**src/rtl/pfb_input_scheduler.sv**
```systemverilog
// ---------------------------------------------------------------------------
// pfb_input_scheduler
// Front-end scheduler for the polyphase filter bank. Buffers complex input
// samples in a small FIFO, commutates them onto descending channel indices
// (NUM_CHANNELS-1 down to 0, wrapping), and issues them to pfb_filter with at
// least MIN_ISSUE_INTERVAL cycles between issues. A zero-flush sequence
// issues NUM_CHANNELS*FLUSH_ROUNDS zero samples to clear filter state.
//
// Ports
//   Clk, Rst_n            clock, asynchronous active-low reset
//   Enable                0 = IDLE: input dropped, FIFO cleared, index reset
//   Flush_req             single-cycle flush request (honoured in RUN only)
//   Input_valid/_sync     sample strobe / sample belongs on top channel
//   Input_i, Input_q      signed sample
//   Output_valid          one-cycle issue strobe
//   Output_index          channel of the issued sample
//   Output_i, Output_q    issued sample (zero during flush)
//   Busy                  high while flushing
//   Error_input_overflow  one-cycle pulse when a sample hit a full FIFO
//
// Optional feature macro: PFB_INPUT_SCHEDULER_STATS_EN
//   Adds Stat_issued (32 b, non-flush issues) and Stat_dropped (16 b,
//   saturating overflow count); both cleared by reset and while in IDLE.
// ---------------------------------------------------------------------------
module pfb_input_scheduler #(
   parameter int unsigned NUM_CHANNELS        = 32,
   parameter int unsigned CHANNEL_INDEX_WIDTH = 5,
   parameter int unsigned DATA_WIDTH          = 12,
   parameter int unsigned FIFO_DEPTH          = 16,
   parameter int unsigned MIN_ISSUE_INTERVAL  = 2,
   parameter int unsigned FLUSH_ROUNDS        = 12
) (
   input  logic                                  Clk,
   input  logic                                  Rst_n,
   input  logic                                  Enable,
   input  logic                                  Flush_req,
   input  logic                                  Input_valid,
   input  logic                                  Input_sync,
   input  logic signed [DATA_WIDTH-1:0]          Input_i,
   input  logic signed [DATA_WIDTH-1:0]          Input_q,
   output logic                                  Output_valid,
   output logic        [CHANNEL_INDEX_WIDTH-1:0] Output_index,
   output logic signed [DATA_WIDTH-1:0]          Output_i,
   output logic signed [DATA_WIDTH-1:0]          Output_q,
   output logic                                  Busy,
   output logic                                  Error_input_overflow
`ifdef PFB_INPUT_SCHEDULER_STATS_EN
   ,
   output logic        [31:0]                    Stat_issued,
   output logic        [15:0]                    Stat_dropped
`endif
);

   localparam int unsigned AW     = (FIFO_DEPTH > 1) ? $clog2(FIFO_DEPTH) : 1;
   localparam int unsigned CW     = AW + 1;
   localparam int unsigned SPC_W  = (MIN_ISSUE_INTERVAL > 1) ? $clog2(MIN_ISSUE_INTERVAL) : 1;
   localparam int unsigned FL_TOT = NUM_CHANNELS * FLUSH_ROUNDS;
   localparam int unsigned FL_W   = $clog2(FL_TOT + 1);

   localparam logic [CHANNEL_INDEX_WIDTH-1:0] LAST_IDX   = CHANNEL_INDEX_WIDTH'(NUM_CHANNELS - 1);
   localparam logic [SPC_W-1:0]               SPC_LOAD   = SPC_W'(MIN_ISSUE_INTERVAL - 1);
   localparam logic [FL_W-1:0]                FLUSH_LAST = FL_W'(FL_TOT - 1);
   localparam logic [CW-1:0]                  FULL_CNT   = CW'(FIFO_DEPTH);

   typedef enum logic [1:0] {
      S_IDLE  = 2'd0,
      S_RUN   = 2'd1,
      S_FLUSH = 2'd2
   } state_e;

   typedef struct packed {
      logic                          sync;
      logic signed [DATA_WIDTH-1:0]  i;
      logic signed [DATA_WIDTH-1:0]  q;
   } entry_t;

   state_e                            state_q, state_d;
   entry_t                            mem_q [FIFO_DEPTH];
   logic [AW-1:0]                     wr_ptr_q, wr_ptr_d;
   logic [AW-1:0]                     rd_ptr_q, rd_ptr_d;
   logic [CW-1:0]                     count_q, count_d;
   logic [CHANNEL_INDEX_WIDTH-1:0]    idx_q, idx_d;
   logic [SPC_W-1:0]                  spacing_q, spacing_d;
   logic [FL_W-1:0]                   flush_cnt_q, flush_cnt_d;
   logic                              out_valid_q, out_valid_d;
   logic [CHANNEL_INDEX_WIDTH-1:0]    out_index_q, out_index_d;
   logic signed [DATA_WIDTH-1:0]      out_i_q, out_i_d;
   logic signed [DATA_WIDTH-1:0]      out_q_q, out_q_d;
   logic                              busy_q, busy_d;
   logic                              ovf_q, ovf_d;

   logic                              full_c;
   logic                              empty_c;
   logic                              push_c;
   logic                              pop_c;
   logic                              issue_ok_c;
   entry_t                            in_entry_c;
   entry_t                            head_c;
   logic [CHANNEL_INDEX_WIDTH-1:0]    iss_idx_c;

   // Sample storage: write-only port, no reset needed on the data array
   always_ff @(posedge Clk) begin
      if (push_c) begin
         mem_q[wr_ptr_q] <= in_entry_c;
      end
   end

   // State and control registers
   always_ff @(posedge Clk or negedge Rst_n) begin
      if (!Rst_n) begin
         state_q     <= S_IDLE;
         wr_ptr_q    <= '0;
         rd_ptr_q    <= '0;
         count_q     <= '0;
         idx_q       <= LAST_IDX;
         spacing_q   <= '0;
         flush_cnt_q <= '0;
         out_valid_q <= 1'b0;
         out_index_q <= '0;
         out_i_q     <= '0;
         out_q_q     <= '0;
         busy_q      <= 1'b0;
         ovf_q       <= 1'b0;
      end else begin
         state_q     <= state_d;
         wr_ptr_q    <= wr_ptr_d;
         rd_ptr_q    <= rd_ptr_d;
         count_q     <= count_d;
         idx_q       <= idx_d;
         spacing_q   <= spacing_d;
         flush_cnt_q <= flush_cnt_d;
         out_valid_q <= out_valid_d;
         out_index_q <= out_index_d;
         out_i_q     <= out_i_d;
         out_q_q     <= out_q_d;
         busy_q      <= busy_d;
         ovf_q       <= ovf_d;
      end
   end

   // Next-state, FIFO control, issue and commutation logic
   always_comb begin
      state_d     = state_q;
      wr_ptr_d    = wr_ptr_q;
      rd_ptr_d    = rd_ptr_q;
      count_d     = count_q;
      idx_d       = idx_q;
      spacing_d   = (spacing_q != '0) ? spacing_q - SPC_W'(1) : spacing_q;
      flush_cnt_d = flush_cnt_q;
      out_valid_d = 1'b0;
      out_index_d = out_index_q;
      out_i_d     = out_i_q;
      out_q_d     = out_q_q;
      ovf_d       = 1'b0;
      push_c      = 1'b0;
      pop_c       = 1'b0;
      full_c      = (count_q == FULL_CNT);
      empty_c     = (count_q == '0);
      issue_ok_c  = (spacing_q == '0);
      in_entry_c  = '{sync: Input_sync, i: Input_i, q: Input_q};
      head_c      = empty_c ? in_entry_c : mem_q[rd_ptr_q];
      iss_idx_c   = head_c.sync ? LAST_IDX : idx_q;

      if (!Enable) begin
         state_d     = S_IDLE;
         wr_ptr_d    = '0;
         rd_ptr_d    = '0;
         count_d     = '0;
         idx_d       = LAST_IDX;
         spacing_d   = '0;
         flush_cnt_d = '0;
      end else begin
         case (state_q)
            S_IDLE: begin
               state_d = S_RUN;
            end

            S_RUN, S_FLUSH: begin
               // Overflow is judged on registered occupancy, so a same-cycle
               // pop does not rescue the incoming sample.
               push_c = Input_valid && !full_c;
               ovf_d  = Input_valid && full_c;

               if (state_q == S_RUN) begin
                  if (issue_ok_c && (!empty_c || Input_valid)) begin
                     out_valid_d = 1'b1;
                     out_index_d = iss_idx_c;
                     out_i_d     = head_c.i;
                     out_q_d     = head_c.q;
                     idx_d       = (iss_idx_c == '0) ? LAST_IDX : iss_idx_c - CHANNEL_INDEX_WIDTH'(1);
                     spacing_d   = SPC_LOAD;
                     // Empty FIFO: incoming sample bypasses storage entirely
                     if (empty_c) begin
                        push_c = 1'b0;
                     end else begin
                        pop_c = 1'b1;
                     end
                  end
                  if (Flush_req) begin
                     state_d     = S_FLUSH;
                     idx_d       = LAST_IDX;
                     flush_cnt_d = '0;
                  end
               end else begin
                  // Flush issues zeros and leaves buffered input untouched
                  if (issue_ok_c) begin
                     out_valid_d = 1'b1;
                     out_index_d = idx_q;
                     out_i_d     = '0;
                     out_q_d     = '0;
                     idx_d       = (idx_q == '0) ? LAST_IDX : idx_q - CHANNEL_INDEX_WIDTH'(1);
                     spacing_d   = SPC_LOAD;
                     if (flush_cnt_q == FLUSH_LAST) begin
                        state_d     = S_RUN;
                        flush_cnt_d = '0;
                     end else begin
                        flush_cnt_d = flush_cnt_q + FL_W'(1);
                     end
                  end
               end

               if (push_c) begin
                  wr_ptr_d = wr_ptr_q + AW'(1);
               end
               if (pop_c) begin
                  rd_ptr_d = rd_ptr_q + AW'(1);
               end
               case ({push_c, pop_c})
                  2'b10:   count_d = count_q + CW'(1);
                  2'b01:   count_d = count_q - CW'(1);
                  default: count_d = count_q;
               endcase
            end

            default: begin
               state_d = S_IDLE;
            end
         endcase
      end

      busy_d = (state_d == S_FLUSH);
   end

   assign Output_valid         = out_valid_q;
   assign Output_index         = out_index_q;
   assign Output_i             = out_i_q;
   assign Output_q             = out_q_q;
   assign Busy                 = busy_q;
   assign Error_input_overflow = ovf_q;

`ifdef PFB_INPUT_SCHEDULER_STATS_EN
   logic [31:0] stat_issued_q, stat_issued_d;
   logic [15:0] stat_dropped_q, stat_dropped_d;

   // Statistics counters: non-flush issues and saturating drop count
   always_comb begin
      stat_issued_d  = stat_issued_q;
      stat_dropped_d = stat_dropped_q;
      if (!Enable) begin
         stat_issued_d  = '0;
         stat_dropped_d = '0;
      end else begin
         if (out_valid_d && (state_q == S_RUN)) begin
            stat_issued_d = stat_issued_q + 32'(1);
         end
         if (ovf_d && (stat_dropped_q != 16'hFFFF)) begin
            stat_dropped_d = stat_dropped_q + 16'(1);
         end
      end
   end

   always_ff @(posedge Clk or negedge Rst_n) begin
      if (!Rst_n) begin
         stat_issued_q  <= '0;
         stat_dropped_q <= '0;
      end else begin
         stat_issued_q  <= stat_issued_d;
         stat_dropped_q <= stat_dropped_d;
      end
   end

   assign Stat_issued  = stat_issued_q;
   assign Stat_dropped = stat_dropped_q;
`endif

endmodule
```
**config.mk**
```make
export PLATFORM = sky130hd
export DESIGN_NAME = pfb_input_scheduler
export DESIGN_NICKNAME = d
export VERILOG_FILES = /design/src/rtl/pfb_input_scheduler.sv
export SDC_FILE = /design/constraint.sdc
export NUM_CORES = 1
export LEC_CHECK = 0
export CAP_MARGIN = 20
export CORE_MARGIN = 2
export CORE_UTILIZATION = 55
export CTS_CLUSTER_DIAMETER = 30
export CTS_CLUSTER_SIZE = 20
export DETAILED_ROUTE_END_ITERATION = 8
export PLACE_DENSITY = 0.76
export SLEW_MARGIN = 10
export SYNTH_ARGS = -nofsm -noshare
export SYNTH_HDL_FRONTEND = slang
export SYNTH_SLANG_ARGS = --single-unit
export TNS_END_PERCENT = 1
```
**constraint.sdc**
```tcl
create_clock -name Clk -period 3.5 [get_ports Clk]
set_input_delay 0.7 -clock Clk [delete_from_list [all_inputs] [get_ports Clk]]
set_output_delay 0.7 -clock Clk [all_outputs]
set_load 0.02 [all_outputs]
```
==> metrics.txt <==
final hold vios 0; syn avg cell area 19.7 sq um; placed wire-length estimate 24.2 mm; Slew Limit Headroom 38.3%; clock sink count 461; Leak 7.59 nW; Port Buffers 61; synthesized instance count 936; final worst-path cycle share 89.9%; Skew-Pair Late Insertion Delay 0.60 ns; via count 9,883; antenna violations before repair 3; cell area after layout 0.0227 sq mm; share of cells above drive strength 1 28.7%; area of the core 0.0327 sq mm; # resized after CTS 0; final core occ 69.6%; Max Cap Viol 0; Placement Cell Area 0.0199 sq mm; outcome finished, final reports clean; Initial Utilization 56.3%; DIE AREA 0.0349 sq mm; Routed Antenna Nets 0; hold buffers post-CTS 0; EDFF count, synth 400; # rows 66; worst clock skew 0.0347 ns; PD cells 677 mW/mm^2; DRT Pass-1 Iters 5; die width 187 um; Slew @ Worst Pin 0.926 ns; final setup fails 0; critical path fanouts, max 18; CTS tree built; Final min period 3.15 ns; R2R cell count 8; Worst VDD drop 0.451 mV; first-pass GRT wire length 66.3 mm; Worst-path clk slew 0.05 ns; Synth Register Bits 461; Min Hold Slack 0.261 ns; wire length per cell 27.7 um; largest net degree at the start of global routing 62; fmax 318 MHz; crit start category flop; Die Y 187 um; vias per std cell 6.24; RSZ-0062 raised after global routing no; Final Max Slew Viols 0; Setup crit end kind flop; sequential fraction of the synthesis area 73.6%; GRT Overall Usage 26.1%; ANT cells 0; nets@finish 1,119; total negative slack 0 ns; Warnings, synthesis 0; Syn Nets 979; Async S/R FF share, synth 13.2%; CP required 3.76 ns; Starting DRT DRC Count 1,028; gr ovfl total 0; Cell Area, Synth 0.0184 sq mm; Primary FF master, synth edfxtp_1; post-synth cell types 56; Max H-tree Level 3; DRC violations left 0; Synth area leader edfxtp_1; CP Class reg2reg; most frequent cell after synthesis edfxtp_1; WL final 43.8 mm; vias in the first global route 10,300; final RePlAce weighted congestion 0.817; Arr. time, crit path 3.40 ns; CTS Buf Count 82; Synth area leaders edfxtp_1 (65%), mux4_2 (15%), dfrtp_1 (7.6%); worst hold path type in2async; Post-CTS Setup Bufs 0; worst-case clock buffer depth 3; CTS root buf clkbuf_16; Area Overhead vs Synth 23.6%; Commonest cells post-synth edfxtp_1 (400), mux4_2 (122), dfrtp_1 (56), nor2_1 (46), o21ai_0 (45); post-synth top area share 65.3%; IO Count 62
final cells by class:
type	instances	area [sq um]
sequential	461	13600
fill	1987	9950
multi-input combinational	391	4600
clock buffer	105	2200
timing repair buffer	104	1040
clock inverter	44	659
tap	442	553
inverter	36	135
layout by cell type, fill, tap and decap left out, types with 12 or more instances in the layout:
cell type / instances
clkbuf_1: 19
mux4_2: 122
clkdlybuf4s50_1: 60
mux2i_1: 13
bufinv_16: 14
inv_1: 35
edfxtp_1: 400
dfrtp_1: 53
a22oi_1: 24
buf_4: 35
clkbuf_16: 84
nor2_1: 34
o21ai_0: 45
ha_1: 13
nor2_4: 12
nand2_1: 19
power by group:
| part | total [mW] | internal, mW | switching, mW |
|---|---|---|---|
| combinational | 0.990 | 0.429 | 0.561 |
| sequential | 6.23 | 6.13 | 0.105 |
| clock | 8.19 | 5.49 | 2.69 |
| total | 15.4 | 12.0 | 3.36 |
path summary, 6_finish.rpt:
kind	startpoint	endpoint	slack [ns]
min	Rst_n	Output_i[0]	0.26
max	state_q[1]	mem_q[4][14]	0.35
min reg2reg	flush_cnt_q[8]	flush_cnt_q[8]	0.49
max in group asynchronous	Rst_n	rd_ptr_q[0]	2.56
min in group Clk	flush_cnt_q[8]	flush_cnt_q[8]	0.49
max reg2reg	state_q[1]	mem_q[4][14]	0.35
flip-flops by register name, summed over array words and instances, names as in the netlist:
name	flops
state_q	2
Output_q	12
Output_valid	1
wr_ptr_q	4
rd_ptr_q	4
Output_index	5
Busy	1
Error_input_overflow	1
Output_i	12
count_q	5
mem_q	400
flush_cnt_q	9
idx_q	5
critical path, cell delays in order, from the launching register on:
cell	delay, ns
dfrtp_1	0.37
inv_1	0.07
ha_1	0.31
nor2b_1	0.22
o21ai_0	0.36
nor2b_1	0.50
nand2_1	0.43
nor2_4	0.23
buf_4	0.31
per-stage QoR:
step / setup WS (ns) / cells / power [mW]
4_1_cts: 0.430 / 1583 / 15.5
5_1_grt: 0.198 / 1583 / 15.8
3_5_place_dp: 0.342 / 1434 / 7.30
3_3_place_gp: 0.446 / 1434 / 7.28
2_1_floorplan: -0.312 / 936 / 6.85
6_report: 0.352 / 1583 / 15.4
layer usage:
metal	vias up	global-route usage, %	part of all wire [%]	wire length [um]
li1	4122	-	-	-
met1	5104	35.9	38	16700
met2	554	40.5	48	21200
met3	99	7.45	11	4690
met4	4	9.37	2.7	1180
met5	-	0	0.046	20
kinds of logic (layout without fill, tap and decap cells):
logic type / Yosys count / after routing / share of synthesized area [%]
flops: 461 / 461 / 73.6
compound gates: 113 / 113 / 4.15
xor+xnor: 10 / 10 / 0.476
buf+inv: 84 / 289 / 2.03
fa+ha+maj: 13 / 13 / 0.884
mux: 135 / 135 / 15.6
simple gates: 120 / 120 / 3.21
Note: power is estimated with default switching activity, not from simulation.
==> variant, RTL diff (same flow settings) <==
Set the parameter `DATA_WIDTH` to 6 (it was 12).
--- a/src/rtl/pfb_input_scheduler.sv
+++ b/src/rtl/pfb_input_scheduler.sv
@@ -26,5 +26,5 @@
    parameter int unsigned NUM_CHANNELS        = 32,
    parameter int unsigned CHANNEL_INDEX_WIDTH = 5,
-   parameter int unsigned DATA_WIDTH          = 12,
+   parameter int unsigned DATA_WIDTH          = 6,
    parameter int unsigned FIFO_DEPTH          = 16,
    parameter int unsigned MIN_ISSUE_INTERVAL  = 2,
Ports: changed (resized Input_i, Input_q, Output_i and Output_q); port bits go from 62 to 38. No check against the original RTL was run, so the function may have changed too.
==> variant against the unedited design <==
Sequential cell count shrank 204. Routed wire length shrank 43%. Power shrank 46%. Die area is 41% lower. Final area fell by 42%. Critical path type unchanged. Critical endpoint is now count_q[4]. Hold slack got worse by 5.1 ps. Setup slack better by 320 ps. Area after synthesis fell by 42%. Fmax grew 11%. Sequential share of layout area decreased by 2.6 points.
==> variant: results (changes against the unedited design) <==
- Vias: 6,397 (-35%)
- Run status: finished clean
- R2R depth: 11 (+3)
- R2R setup slack: 680 ps (+320 ps)
- First-pass GRT wire length: 38.0 mm (-43%)
- R2R Path End: count_q[4]
- Antenna violations before repair: 0 (-3)
- Lkg Pwr: 4.57 nW (-40%)
- Largest stage delay, worst path: 390 ps (-110 ps)
- IO Port Bufs: 37 (-39%)
- Reg clk slew, reported paths: 50 ps (about the same)
- Synth async-reset ratio: 0.191 (+0.0583)
- M1 WL: 9.37 mm (-44%)
- Register area share after synthesis: 0.698 (-0.0378)
- Worst-Margin Slew: 904 ps (-22.2 ps)
- Setup bufs post-CTS: 0 (unchanged)
- CP arrival: 3260 ps (-140 ps)
- Drt total wl: 24.9 mm (-43%)
- Mean Syn Cell Area: 17.1 µm² (-13%)
- Clock latency at the later pin of the worst-skew pair: 540 ps (-60 ps)
- Highest metal used: met4
- Unique masters post-synth: 55 (-1.8%)
- Wire per inst: 24.5 µm (-12%)
- Number of global-route vias before repair: 6,461 (-37%)
- Worst hold path type: in2async
- CTS H-tree depth: 2 (-1)
- Reg area: 7480 µm² (-45%)
- Placed insts: 939 (-35%)
- Drt pass-1 iters: 7 (+2)
- DR WL met3: 2.15 mm (-54%)
- FF-to-FF Start: state_q[1]
- Root Driver: clkbuf_16
- Largest registers: mem_q x208, flush_cnt_q x9
- Post-cts sizing count: 0 (unchanged)
- Clock tree buffer depth: 3 (unchanged)
- Switching pwr: 1.86 mW (-45%)
- Largest net degree at the start of global routing: 32 (-48%)
- # diodes: 0 (unchanged)
- Post-synth EDFFs: 208 (-48%)
- Commonest cells in the synthesized netlist: edfxtp_1, mux4_2, dfrtp_1
- Crit-path max FO: 12 (-6)
- Total GRT Usage: 0.254 (-0.00730)
- HPWL Detailed: 14.3 mm (-41%)
- DR WL met2: 12.5 mm (-41%)
- Layout Nets: 750 (-33%)
- YS warnings: 0 (unchanged)
- 1st-iter DRT viols: 775 (-25%)
- Layout cell share with drive strength beyond 1: 0.264 (-0.0232)
- Syn Nets: 658 (-33%)
- Top cells by area, synth: edfxtp_1, mux4_2, dfrtp_1
- Layout fillers: 1,229 (-38%)
- Final setup skew: 21.2 ps (-13.6 ps)
- CTS Buf Count: 43 (-48%)
- VDD IR max: 403 µV (-11%)
- Slowest cell on crit path: dfrtp_1
- Placed Area: 11,600 µm² (-42%)
- Routability Congestion: 0.913 (+12%)
==> variant: logic make-up (layout without fill, tap and decap cells) <==
group,Yosys count,in the layout,share of synthesized area
XOR/XNOR,10,10,0.00818
buffers and inverters,52,178,0.0203
AO/OA/AOI/OAI,89,89,0.0561
multiplexers,70,70,0.138
AND/OR/NAND/NOR,136,136,0.0638
flip-flops,257,257,0.698
adder cells (fa/ha/maj),13,13,0.0152
==> variant: worst max path at each step <==
stage | startpoint | to | slack (ps)
detailed placement | Input_sync | idx_q[4] | 390
floorplan | state_q[0] | mem_q[0][0] | 550
global route | state_q[1] | count_q[4] | 440
CTS | state_q[1] | count_q[4] | 690
global placement | Input_valid | Output_index[4] | 530
finish | state_q[1] | count_q[4] | 680
==> variant: metal layers <==
layer / up-vias / track usage
met3: 91 / 0.0450
met2: 350 / 0.418
met1: 3280 / 0.340
li1: 2676 / -
met5: - / 0
met4: 0 / 0.102
==> variant: layout make-up <==
type	count	area share
timing repair buffer	76	0.0501
sequential	257	0.570
clock buffer	48	0.0857
multi-input combinational	318	0.231
inverter	23	0.00658
tap	265	0.0253
clock inverter	31	0.0307
==> variant: through the flow <==
step	setup WS, ps	total power [mW]	hold slack (ps)
floorplan	546	3.79	404
global placement	530	4.01	470
detailed placement	388	4.04	488
CTS	693	8.43	253
global route	438	8.63	289
finish	676	8.39	256
==> variant: power by group through the flow <==
stage / Combinational [mW] / Sequential (mW) / Clock (mW)
floorplan: 0.251 / 3.54 / 0
global placement: 0.508 / 3.50 / 0
detailed placement: 0.529 / 3.51 / 0
CTS: 0.537 / 3.45 / 4.44
global route: 0.590 / 3.46 / 4.58
finish: 0.539 / 3.45 / 4.39
==> variant: worst max-delay path: cells and delay by family (launching register included) <==
family / cells / cell delay (ps)
and+or+nand+nor: 3 / 880
adders and majority gates: 2 / 620
AOI/OAI and AO/OA: 3 / 560
DFF: 1 / 390
xor gates and xnor gates: 1 / 100
muxes: 1 / 100
buffers and inverters: 1 / 80
